===== src/rtl/fetch_ifid_if.sv =====
// Signal bundle between the fetch stage and its control/instruction-memory side.
// The master drives hazard controls, redirect and fetched data; the slave is the fetch stage.
interface fetch_ifid_if #(
  parameter int CNT_W = 16
);
  logic             in_pcwrite;
  logic             in_ifidwrite;
  logic             in_ifid_clear;
  logic             in_redirect;
  logic [31:0]      in_redirect_pc;
  logic [31:0]      in_instr;
  logic [31:0]      out_pc;
  logic [31:0]      out_ifid_pc;
  logic [31:0]      out_ifid_instr;
  logic             out_ifid_valid;
  logic [1:0]       out_state;
  logic [CNT_W-1:0] out_stall_cnt;
  logic [CNT_W-1:0] out_flush_cnt;
  logic             out_stall_timeout;

  modport master (
    output in_pcwrite, in_ifidwrite, in_ifid_clear, in_redirect, in_redirect_pc, in_instr,
    input  out_pc, out_ifid_pc, out_ifid_instr, out_ifid_valid, out_state,
           out_stall_cnt, out_flush_cnt, out_stall_timeout
  );

  modport slave (
    input  in_pcwrite, in_ifidwrite, in_ifid_clear, in_redirect, in_redirect_pc, in_instr,
    output out_pc, out_ifid_pc, out_ifid_instr, out_ifid_valid, out_state,
           out_stall_cnt, out_flush_cnt, out_stall_timeout
  );
endinterface


===== src/rtl/fetch_ifid_stage.sv =====
// Fetch stage: PC register, IF/ID register, redirect/stall/clear handling,
// saturating stall/flush event counters and a sticky consecutive-stall watchdog.
//
// state | meaning
// RUN   | last edge advanced the PC normally (or loaded a clear bubble)
// STALL | last edge held the PC because pcwrite was low
// FLUSH | last edge took a branch/JAL redirect and bubbled IF/ID
module fetch_ifid_stage #(
  parameter logic [31:0] RESET_PC  = 32'h0040_0000,
  parameter logic [31:0] NOP_INSTR = 32'h0000_0013,
  parameter int          CNT_W     = 16,
  parameter int          MAX_STALL = 8
) (
  input  logic          clk,
  input  logic          rst_n,
  fetch_ifid_if.slave   bus
);
  typedef enum logic [1:0] {RUN = 2'd0, STALL = 2'd1, FLUSH = 2'd2} state_t;

  localparam logic [CNT_W-1:0] WD_LIMIT = CNT_W'(MAX_STALL);

  state_t           state_q, state_next;
  logic [31:0]      pc_q, pc_next;
  logic [31:0]      ifid_pc_q, ifid_pc_next;
  logic [31:0]      ifid_instr_q, ifid_instr_next;
  logic             ifid_valid_q, ifid_valid_next;
  logic [CNT_W-1:0] stall_cnt_q, stall_cnt_next;
  logic [CNT_W-1:0] flush_cnt_q, flush_cnt_next;
  logic [CNT_W-1:0] wd_q, wd_next;
  logic             timeout_q, timeout_next;

  always_ff @(posedge clk or negedge rst_n) begin
    if (!rst_n) begin
      state_q      <= RUN;
      pc_q         <= RESET_PC;
      ifid_pc_q    <= 32'h0;
      ifid_instr_q <= NOP_INSTR;
      ifid_valid_q <= 1'b0;
      stall_cnt_q  <= '0;
      flush_cnt_q  <= '0;
      wd_q         <= '0;
      timeout_q    <= 1'b0;
    end else begin
      state_q      <= state_next;
      pc_q         <= pc_next;
      ifid_pc_q    <= ifid_pc_next;
      ifid_instr_q <= ifid_instr_next;
      ifid_valid_q <= ifid_valid_next;
      stall_cnt_q  <= stall_cnt_next;
      flush_cnt_q  <= flush_cnt_next;
      wd_q         <= wd_next;
      timeout_q    <= timeout_next;
    end
  end

  always_comb begin
    state_next      = RUN;
    pc_next         = pc_q + 32'd4;
    ifid_pc_next    = ifid_pc_q;
    ifid_instr_next = ifid_instr_q;
    ifid_valid_next = ifid_valid_q;
    stall_cnt_next  = stall_cnt_q;
    flush_cnt_next  = flush_cnt_q;
    wd_next         = '0;

    if (bus.in_redirect) begin
      state_next      = FLUSH;
      pc_next         = {bus.in_redirect_pc[31:2], 2'b00};
      ifid_pc_next    = 32'h0;
      ifid_instr_next = NOP_INSTR;
      ifid_valid_next = 1'b0;
      if (flush_cnt_q != '1) flush_cnt_next = flush_cnt_q + 1'b1;
    end else if (!bus.in_pcwrite) begin
      state_next = STALL;
      pc_next    = pc_q;
      if (bus.in_ifidwrite) begin
        ifid_pc_next    = pc_q;
        ifid_instr_next = bus.in_instr;
        ifid_valid_next = 1'b1;
      end
      if (stall_cnt_q != '1) stall_cnt_next = stall_cnt_q + 1'b1;
      // Hold the watchdog at its limit so a very long stall cannot wrap it.
      wd_next = (wd_q == WD_LIMIT) ? wd_q : wd_q + 1'b1;
    end else if (bus.in_ifid_clear) begin
      ifid_pc_next    = 32'h0;
      ifid_instr_next = NOP_INSTR;
      ifid_valid_next = 1'b0;
    end else if (bus.in_ifidwrite) begin
      ifid_pc_next    = pc_q;
      ifid_instr_next = bus.in_instr;
      ifid_valid_next = 1'b1;
    end

    timeout_next = timeout_q | (wd_next == WD_LIMIT);
  end

  assign bus.out_pc            = pc_q;
  assign bus.out_ifid_pc       = ifid_pc_q;
  assign bus.out_ifid_instr    = ifid_instr_q;
  assign bus.out_ifid_valid    = ifid_valid_q;
  assign bus.out_state         = state_q;
  assign bus.out_stall_cnt     = stall_cnt_q;
  assign bus.out_flush_cnt     = flush_cnt_q;
  assign bus.out_stall_timeout = timeout_q;
endmodule


===== src/flat_wrapper.sv =====
// flat-port wrapper written by rule: the top's interface ports become plain ports
module fetch_ifid_stage_flat 
#(
  parameter logic [31:0] RESET_PC  = 32'h0040_0000,
  parameter logic [31:0] NOP_INSTR = 32'h0000_0013,
  parameter int          CNT_W     = 16,
  parameter int          MAX_STALL = 8
)
  (clk, rst_n, bus_in_pcwrite, bus_in_ifidwrite, bus_in_ifid_clear, bus_in_redirect, bus_in_redirect_pc, bus_in_instr, bus_out_pc, bus_out_ifid_pc, bus_out_ifid_instr, bus_out_ifid_valid, bus_out_state, bus_out_stall_cnt, bus_out_flush_cnt, bus_out_stall_timeout);
  fetch_ifid_if #(.CNT_W(CNT_W)) bus_i ();
  input  logic clk;
  input  logic rst_n;
  input wire logic [$bits(bus_i.in_pcwrite)-1:0] bus_in_pcwrite;
  input wire logic [$bits(bus_i.in_ifidwrite)-1:0] bus_in_ifidwrite;
  input wire logic [$bits(bus_i.in_ifid_clear)-1:0] bus_in_ifid_clear;
  input wire logic [$bits(bus_i.in_redirect)-1:0] bus_in_redirect;
  input wire logic [$bits(bus_i.in_redirect_pc)-1:0] bus_in_redirect_pc;
  input wire logic [$bits(bus_i.in_instr)-1:0] bus_in_instr;
  output wire logic [$bits(bus_i.out_pc)-1:0] bus_out_pc;
  output wire logic [$bits(bus_i.out_ifid_pc)-1:0] bus_out_ifid_pc;
  output wire logic [$bits(bus_i.out_ifid_instr)-1:0] bus_out_ifid_instr;
  output wire logic [$bits(bus_i.out_ifid_valid)-1:0] bus_out_ifid_valid;
  output wire logic [$bits(bus_i.out_state)-1:0] bus_out_state;
  output wire logic [$bits(bus_i.out_stall_cnt)-1:0] bus_out_stall_cnt;
  output wire logic [$bits(bus_i.out_flush_cnt)-1:0] bus_out_flush_cnt;
  output wire logic [$bits(bus_i.out_stall_timeout)-1:0] bus_out_stall_timeout;
  assign bus_i.in_pcwrite = bus_in_pcwrite;
  assign bus_i.in_ifidwrite = bus_in_ifidwrite;
  assign bus_i.in_ifid_clear = bus_in_ifid_clear;
  assign bus_i.in_redirect = bus_in_redirect;
  assign bus_i.in_redirect_pc = bus_in_redirect_pc;
  assign bus_i.in_instr = bus_in_instr;
  assign bus_out_pc = bus_i.out_pc;
  assign bus_out_ifid_pc = bus_i.out_ifid_pc;
  assign bus_out_ifid_instr = bus_i.out_ifid_instr;
  assign bus_out_ifid_valid = bus_i.out_ifid_valid;
  assign bus_out_state = bus_i.out_state;
  assign bus_out_stall_cnt = bus_i.out_stall_cnt;
  assign bus_out_flush_cnt = bus_i.out_flush_cnt;
  assign bus_out_stall_timeout = bus_i.out_stall_timeout;
  fetch_ifid_stage #(.RESET_PC(RESET_PC), .NOP_INSTR(NOP_INSTR), .CNT_W(CNT_W), .MAX_STALL(MAX_STALL)) u_core (.clk(clk), .rst_n(rst_n), .bus(bus_i));
endmodule

===== config.mk =====
export PLATFORM = sky130hd
export DESIGN_NAME = fetch_ifid_stage_flat
export DESIGN_NICKNAME = d
export VERILOG_FILES = /design/src/rtl/fetch_ifid_if.sv /design/src/rtl/fetch_ifid_stage.sv /design/src/flat_wrapper.sv
export SDC_FILE = /design/constraint.sdc
export NUM_CORES = 1
export LEC_CHECK = 0
export BUFFER_PORTS_ARGS = -buffer_cell sky130_fd_sc_hd__buf_4
export CAP_MARGIN = 30
export CORE_ASPECT_RATIO = 0.6
export CORE_UTILIZATION = 40
export CTS_BUF_LIST = sky130_fd_sc_hd__clkbuf_16
export CTS_CLUSTER_DIAMETER = 120
export DETAILED_ROUTE_END_ITERATION = 12
export PLACE_DENSITY = 0.79
export SYNTH_ARGS = -nofsm -noshare
export SYNTH_HDL_FRONTEND = slang
export SYNTH_SLANG_ARGS = --single-unit

===== constraint.sdc =====
create_clock -name clk -period 2.2 [get_ports clk]
set_clock_uncertainty 0.2 [all_clocks]
set_input_delay 0.33 -clock clk [delete_from_list [all_inputs] [get_ports clk]]
set_output_delay 0.33 -clock clk [all_outputs]
set_load 0.05 [all_outputs]

==> metrics.cfg, run 1 <==
[timing]
rsz0062_at_grt = true
hold-worst-slack_ps = 25.6
finalCritPeriodShare_pct = 96.7
hold_viol_final = 0
tightestPinTransition_ps = 580
setup_violations = 0
relSlewSlack_pct = 61.4
finalCriticalPeriod_ps = 2130
fmax_mhz = 470
drv_slew = 0

[run]
drv_cap = 0

[power]
combPwrFrac_pct = 24.9
peakVddDrop_v = 0.000823
p_leak_nw = 4.87
power.share.clock_pct = 36.2
switching_share_pct = 33.9
p_switching_mw = 2.80
seq_power_share_pct = 38.9
p_int_mw = 5.46
powerDensity_nw_per_um2 = 813

[cts]
path_clk_slew_ps = 60
cts_tree = yes
insertion_delay_ps = 400
clock-root-buffer = clkbuf_16
numCtsBuffers = 17
clk_path_buf_depth = 2
cts_max_level = 4
cts.sinks = 146
cts_setup_buffers = 0

[floorplan]
start_util_pct = 41.7
rows = 36
coreArea_um2 = 16600
dieArea_um2 = 17800
dieHeight_um = 104
ioPinCount = 202
die_w_um = 172

[synth]
ys_seq_area_share_pct = 52.9
avgSynthCellArea_um2 = 10.5
synth-seq-cells = 146
synthCells = 657
synth-main-ff-cell = dfrtp_1
syn_area_um2 = 6910
synthArstFlopShare_pct = 100
synth_cell_types = 52
synth_edf_count = 0
yosys_warnings = 0

[route]
drc = 0
drt_iter0_drc = 408
firstDrtPassIters = 5
drt-total-wl_um = 19500
viasPerCell = 5.03
wire_per_inst_um = 16.5
vias = 5961
drtAntennaViolNets = 0

[cells_and_area]
stdcell_count = 1184
final_layout_size_suffix_gt1_share_pct = 33.1
final_util_pct = 61.3
fillCellCount = 1314
syn_to_final_growth_pct = 47.0
design_area_um2 = 10200
final_common_cell = buf_4
antennaDiodeCount = 0
final_cell_mix = 233 x buf_4, 127 x dfrtp_1, 83 x nor2_1
nNetsFinal = 1018

[setup_path]
endpoint_kind = flip-flop
worstPathMaxFanout = 4
path_class = reg -> reg
crit_arrival_ps = 2220
start_kind = flip-flop
cp.required_ps = 2300
r2r_slack_ps = 70

[grt]
grt_pass1_vias = 5999
grt_first_pass_wirelength_um = 31500
grt_use_total_pct = 22.5
grt.overflow.total = 0
grt_start_max_net_pins = 51
antenna_found_initial = 0

[placed_design]
dp_hpwl_um = 13100
gp_congestion = 0.862
portBuffers = 197
placed_cell_area_um2 = 8860
dp_cells = 1089

[outcome]
status = finished, final reports clean

[worst_hold_path]
min_path_type = in -> reg

==> metrics by stage <==
stage	worst slack (ps)	total power [mW]	setup TNS, ps
after global placement	18.1	5.18	0
after detailed placement	-68.5	5.23	-68.5
after global routing	-93.9	8.62	-93.9
after CTS	16.1	8.35	0
final	73.4	8.26	0
after floorplan	-9.04	4.47	-9.04
==> cells by family (layout without fill, tap and decap cells) <==
family | after synthesis | after routing | synth area share, %
fa+ha+maj | 5 | 5 | 0.905
flops | 146 | 146 | 52.9
buf+inv | 49 | 347 | 3.60
simple gates | 268 | 268 | 19.3
other cells | 1 | 2 | 0.0543
xor+xnor | 68 | 68 | 8.62
mux | 69 | 69 | 10.0
compound gates | 51 | 51 | 4.54
==> metal layers <==
| layer | vias up | global-route usage [%] | share of wire (%) |
|---|---|---|---|
| met1 | 2901 | 31.6 | 47 |
| met3 | 15 | 6.84 | 8.1 |
| met4 | 0 | 5.04 | 0.82 |
| met2 | 206 | 33.7 | 44 |
| met5 | - | 0 | 0 |
| li1 | 2839 | - | - |
==> state kept, by name, indices dropped and copies added (netlist names) <==
| register | flops |
|---|---|
| u_core.bus.out_state | 2 |
| u_core.bus.out_ifid_pc | 32 |
| u_core.wd_q | 16 |
| u_core.bus.out_stall_cnt | 16 |
| u_core.bus.out_pc | 30 |
| u_core.bus.out_stall_timeout | 1 |
| u_core.bus.out_ifid_valid | 1 |
| u_core.bus.out_flush_cnt | 16 |
| u_core.bus.out_ifid_instr | 32 |
==> area by class of cell <==
class	instances	area [um2]	area share (%)
Timing Repair Buffer	301	2470	24.3
Tap cell	228	285	2.81
Multi-Input combinational cell	463	3070	30.2
Inverter	14	52.6	0.517
Clock buffer	17	425	4.19
Sequential cell	146	3680	36.2
Clock inverter	15	183	1.80
==> cells in the mapped netlist (7+ instances only) <==
| cell | instances | area share, % |
|---|---|---|
| dfrtp_1 | 142 | 51 |
| nor2_1 | 83 | 4.5 |
| mux2i_1 | 66 | 9.6 |
| nand2_1 | 63 | 3.4 |
| xnor2_1 | 42 | 5.3 |
| nand3_1 | 26 | 1.9 |
| xor2_1 | 26 | 3.3 |
| clkbuf_1 | 24 | 1.3 |
| o21ai_0 | 23 | 1.7 |
| nor3_1 | 19 | 1.4 |
| nand4_1 | 18 | 1.6 |
| nor4_1 | 15 | 1.4 |
| inv_1 | 13 | 0.71 |
| and3_1 | 12 | 1.1 |
| o21ai_1 | 8 | 0.58 |
| a21oi_1 | 7 | 0.51 |
==> power groups by stage <==
| stage | Sequential [mW] | Combinational [mW] | Clock, mW |
|---|---|---|---|
| after global routing | 3.26 | 2.19 | 3.17 |
| after global placement | 3.24 | 1.94 | 0 |
| final | 3.21 | 2.06 | 2.99 |
| after floorplan | 4.01 | 0.468 | 0 |
| after detailed placement | 3.25 | 1.98 | 0 |
| after CTS | 3.21 | 2.07 | 3.07 |
==> final timing paths <==
kind,endpoint,cells after the start,startpoint
min in group asynchronous,u_core.bus.out_stall_cnt[12]$_DFFE_PN0P_,2,rst_n
min,u_core.bus.out_ifid_instr[1]$_DFF_PN1_,3,bus_in_ifid_clear
max in group asynchronous,u_core.bus.out_stall_cnt[9]$_DFFE_PN0P_,3,rst_n
max,u_core.bus.out_stall_timeout$_DFF_PN0_,6,u_core.wd_q[1]$_DFF_PN0_
min reg2reg,u_core.bus.out_stall_cnt[5]$_DFFE_PN0P_,1,u_core.bus.out_stall_cnt[5]$_DFFE_PN0P_
max reg2reg,u_core.bus.out_stall_timeout$_DFF_PN0_,6,u_core.wd_q[1]$_DFF_PN0_
==> worst max-delay path: stages (launching register included) <==
cell	delay, ps
dfrtp_1	390
buf_4	160
nand4_4	140
o31a_2	370
o21a_4	210
a2111o_1	330
o41ai_2	220
==> repair_timing <==
action	in CTS	in global routing
endpoints found under the hold margin	194	0
setup endpoints to repair	1	7
pin swaps	4	1
hold buffers	63	0
gates resized for setup	4	9
(Power assumes the default switching activity.)
==> inputs of run 2 (changes only) <==
--- a/config.mk
+++ b/config.mk
@@ -12,7 +12,8 @@
 export CTS_BUF_LIST = sky130_fd_sc_hd__clkbuf_16
 export CTS_CLUSTER_DIAMETER = 120
 export DETAILED_ROUTE_END_ITERATION = 12
-export PLACE_DENSITY = 0.79
+export PLACE_DENSITY = 0.76
+export RECOVER_POWER = 100
 export SYNTH_ARGS = -nofsm -noshare
 export SYNTH_HDL_FRONTEND = slang
 export SYNTH_SLANG_ARGS = --single-unit
==> constraint.sdc (replaced) <==
create_clock -name clk -period 2.6 [get_ports clk]
set_clock_uncertainty 0.2 [all_clocks]
set_input_delay 0.13 -clock clk [delete_from_list [all_inputs] [get_ports clk]]
set_output_delay 0.13 -clock clk [all_outputs]
set_load 0.05 [all_outputs]
==> run 2 against run 1 <==
The run now ends with capacitance limit left. Fmax fell by 11%. Sequential share of layout area rose by 2.6 points. Via count fell by 2.1%. Sequential cell count did not move. Count of clock-buffer cells in the layout did not move. Non-clock buffer count fell by 15. Critical path type unchanged. Largest cell class unchanged.
==> metrics.cfg, run 2 (synthesis gave the netlist of run 1 again) <==
[route]
wire_per_inst_um = 16.2  ; was 16.5 um
viasPerCell = 4.99  ; was 5.03
drc = 0  ; unchanged
drtAntennaViolNets = 0  ; unchanged
drt_iter0_drc = 466  ; was 408
vias = 5836  ; was 5,961
firstDrtPassIters = 5  ; unchanged
drt-total-wl_um = 19000  ; was 19,500 um

[outcome]
status = finished, violations left  ; was finished, final reports clean
violations = capacitance limit

[placed_design]
gp_congestion = 0.833  ; was 0.862
placed_cell_area_um2 = 8640  ; was 8860 um2
dp_hpwl_um = 12500  ; was 13,100 um
portBuffers = 197  ; unchanged
dp_cells = 1062  ; was 1,089

[cts]
clk_path_buf_depth = 2  ; unchanged
cts_max_level = 4  ; unchanged
numCtsBuffers = 17  ; unchanged
cts.sinks = 146  ; unchanged
insertion_delay_ps = 410  ; was 400 ps
cts_resized = 0  ; was 4
path_clk_slew_ps = 60  ; about the same
clock-root-buffer = clkbuf_16  ; unchanged
cts_tree = yes  ; unchanged

[setup_path]
r2r_slack_ps = 220  ; was 70 ps
path_class = reg -> reg  ; unchanged
crit_arrival_ps = 2460  ; was 2220 ps
worstReg2RegStart = u_core.bus.out_stall_cnt[2]$_DFFE_PN0P_  ; was u_core.wd_q[1]$_DFF_PN0_
ff2ff_path_depth = 6  ; unchanged
cp.required_ps = 2680  ; was 2300 ps
start_kind = flip-flop  ; unchanged
worstPathMaxFanout = 12  ; was 4
regToRegEndpoint = u_core.bus.out_stall_cnt[5]$_DFFE_PN0P_  ; was u_core.bus.out_stall_timeout$_DFF_PN0_
endpoint_kind = flip-flop  ; unchanged

[cells_and_area]
final_util_pct = 56.8  ; was 61.3%
final_common_cell = dfrtp_1  ; was buf_4
design_area_um2 = 9420  ; was 10,200 um2
stdcell_count = 1169  ; was 1,184
final_cell_mix = 142 x dfrtp_1, 136 x clkbuf_1, 83 x nor2_1  ; was 233 x buf_4, 127 x dfrtp_1, 83 x nor2_1
final_layout_size_suffix_gt1_share_pct = 13.2  ; was 33.1%
antennaDiodeCount = 0  ; unchanged
nNetsFinal = 1003  ; was 1,018
syn_to_final_growth_pct = 36.3  ; was 47.0%

[power]
peakVddDrop_v = 0.000717  ; was 0.000823 V
finalPower_mw = 6.70  ; was 8.26 mW
powerDensity_nw_per_um2 = 711  ; was 813 nW/um2
p_leak_nw = 4.23  ; was 4.87 nW

[worst_hold_path]
hold_depth = 3  ; unchanged
min_path_type = in -> reg  ; unchanged
hp-start = bus_in_ifidwrite  ; was bus_in_ifid_clear
hold-path-endpoint = u_core.bus.out_ifid_valid$_DFF_PN0_  ; was u_core.bus.out_ifid_instr[1]$_DFF_PN1_

[grt]
grt_first_pass_wirelength_um = 29700  ; was 31,500 um
grt_start_max_net_pins = 57  ; was 51
grt_use_total_pct = 21.3  ; was 22.5%
grt_use_met3_pct = 5.88  ; was 6.84%
grt.overflow.total = 0  ; unchanged
use_met1_pct = 31.9  ; was 31.6%
antenna_found_initial = 0  ; unchanged
busiest_layer = met1  ; was met2
grt_pass1_vias = 5589  ; was 5,999
use_met2_pct = 30.5  ; was 33.7%

[floorplan]
coreArea_um2 = 16600  ; unchanged
ioPinCount = 202  ; unchanged
dieHeight_um = 104  ; unchanged
dieArea_um2 = 17800  ; unchanged
die_w_um = 172  ; unchanged
start_util_pct = 41.7  ; unchanged
rows = 36  ; unchanged

[timing]
tightestPinTransition_ps = 1500  ; was 580 ps
relSlewSlack_pct = 0.239  ; was 61.4%
finalCriticalPeriod_ps = 2380  ; was 2130 ps
hold_viol_final = 0  ; unchanged
rsz0062_at_grt = false  ; was true
finalCritPeriodShare_pct = 91.5  ; was 96.7%
fmax_mhz = 420  ; was 470 MHz
setup_tns_ps = 0  ; unchanged
drv_slew = 0  ; unchanged
setup_violations = 0  ; unchanged

[run]
drv_cap = 1  ; was 0

-- run 2: report_power, final --
group	switching, mW	internal [mW]
combinational	1.11	0.445
clock	1.00	1.43
sequential	0.245	2.47
-- run 2: critical path: stages, from the launching register on --
cell	delay [ps]
dfrtp_1	440
and4_1	310
nand4_1	180
nor4_1	350
clkbuf_1	460
nor3_1	150
xor2_1	170
-- run 2: final cells by class --
type / instances / area, um2
fillers: 1521 / 7150
flip-flops and latches: 146 / 3660
multi-input cells: 463 / 2990
repair buffers: 286 / 1860
clock buffers: 17 / 425
well taps: 228 / 285
clock inverters: 15 / 156
inverters: 14 / 52.6
-- run 2: what timing repair did --
action                                  CTS  global route
buffers inserted                          0             0
hold endpoints to repair                209             0
hold buffers                             75             0
endpoints found under the setup margin    0             0
-- run 2: worst max-delay path by stage --
| stage | from | end | slack (ps) | cells past startpoint |
|---|---|---|---|---|
| 6_report | u_core.bus.out_stall_cnt[2]$_DFFE_PN0P_ | u_core.bus.out_stall_cnt[5]$_DFFE_PN0P_ | 220 | 6 |
| 5_1_grt | rst_n | u_core.bus.out_stall_cnt[13]$_DFFE_PN0P_ | 60 | 3 |
| 4_1_cts | u_core.bus.out_pc[4]$_DFFE_PN0N_ | u_core.bus.out_pc[13]$_DFFE_PN0N_ | 270 | 6 |
| 3_5_place_dp | u_core.wd_q[9]$_DFF_PN0_ | u_core.bus.out_stall_timeout$_DFF_PN0_ | 340 | 5 |
| 3_3_place_gp | u_core.wd_q[9]$_DFF_PN0_ | u_core.bus.out_stall_timeout$_DFF_PN0_ | 310 | 5 |
| 2_1_floorplan | u_core.bus.out_stall_cnt[2]$_DFFE_PN0P_ | u_core.bus.out_stall_cnt[1]$_DFFE_PN0P_ | 280 | 5 |
-- run 2: metal layers --
layer / wire (um) / up-vias
met5: 0 / -
met3: 1520 / 14
met1: 9250 / 2832
met4: 114 / 0
li1: - / 2808
met2: 8100 / 182
-- run 2: metrics by stage --
| stage | setup slack (ps) | hold WS [ps] |
|---|---|---|
| global route | 57.3 | 87.7 |
| floorplan | 281 | -366 |
| detailed placement | 336 | -50.0 |
| global placement | 307 | -56.2 |
| finish | 222 | 44.6 |
| CTS | 271 | 17.7 |
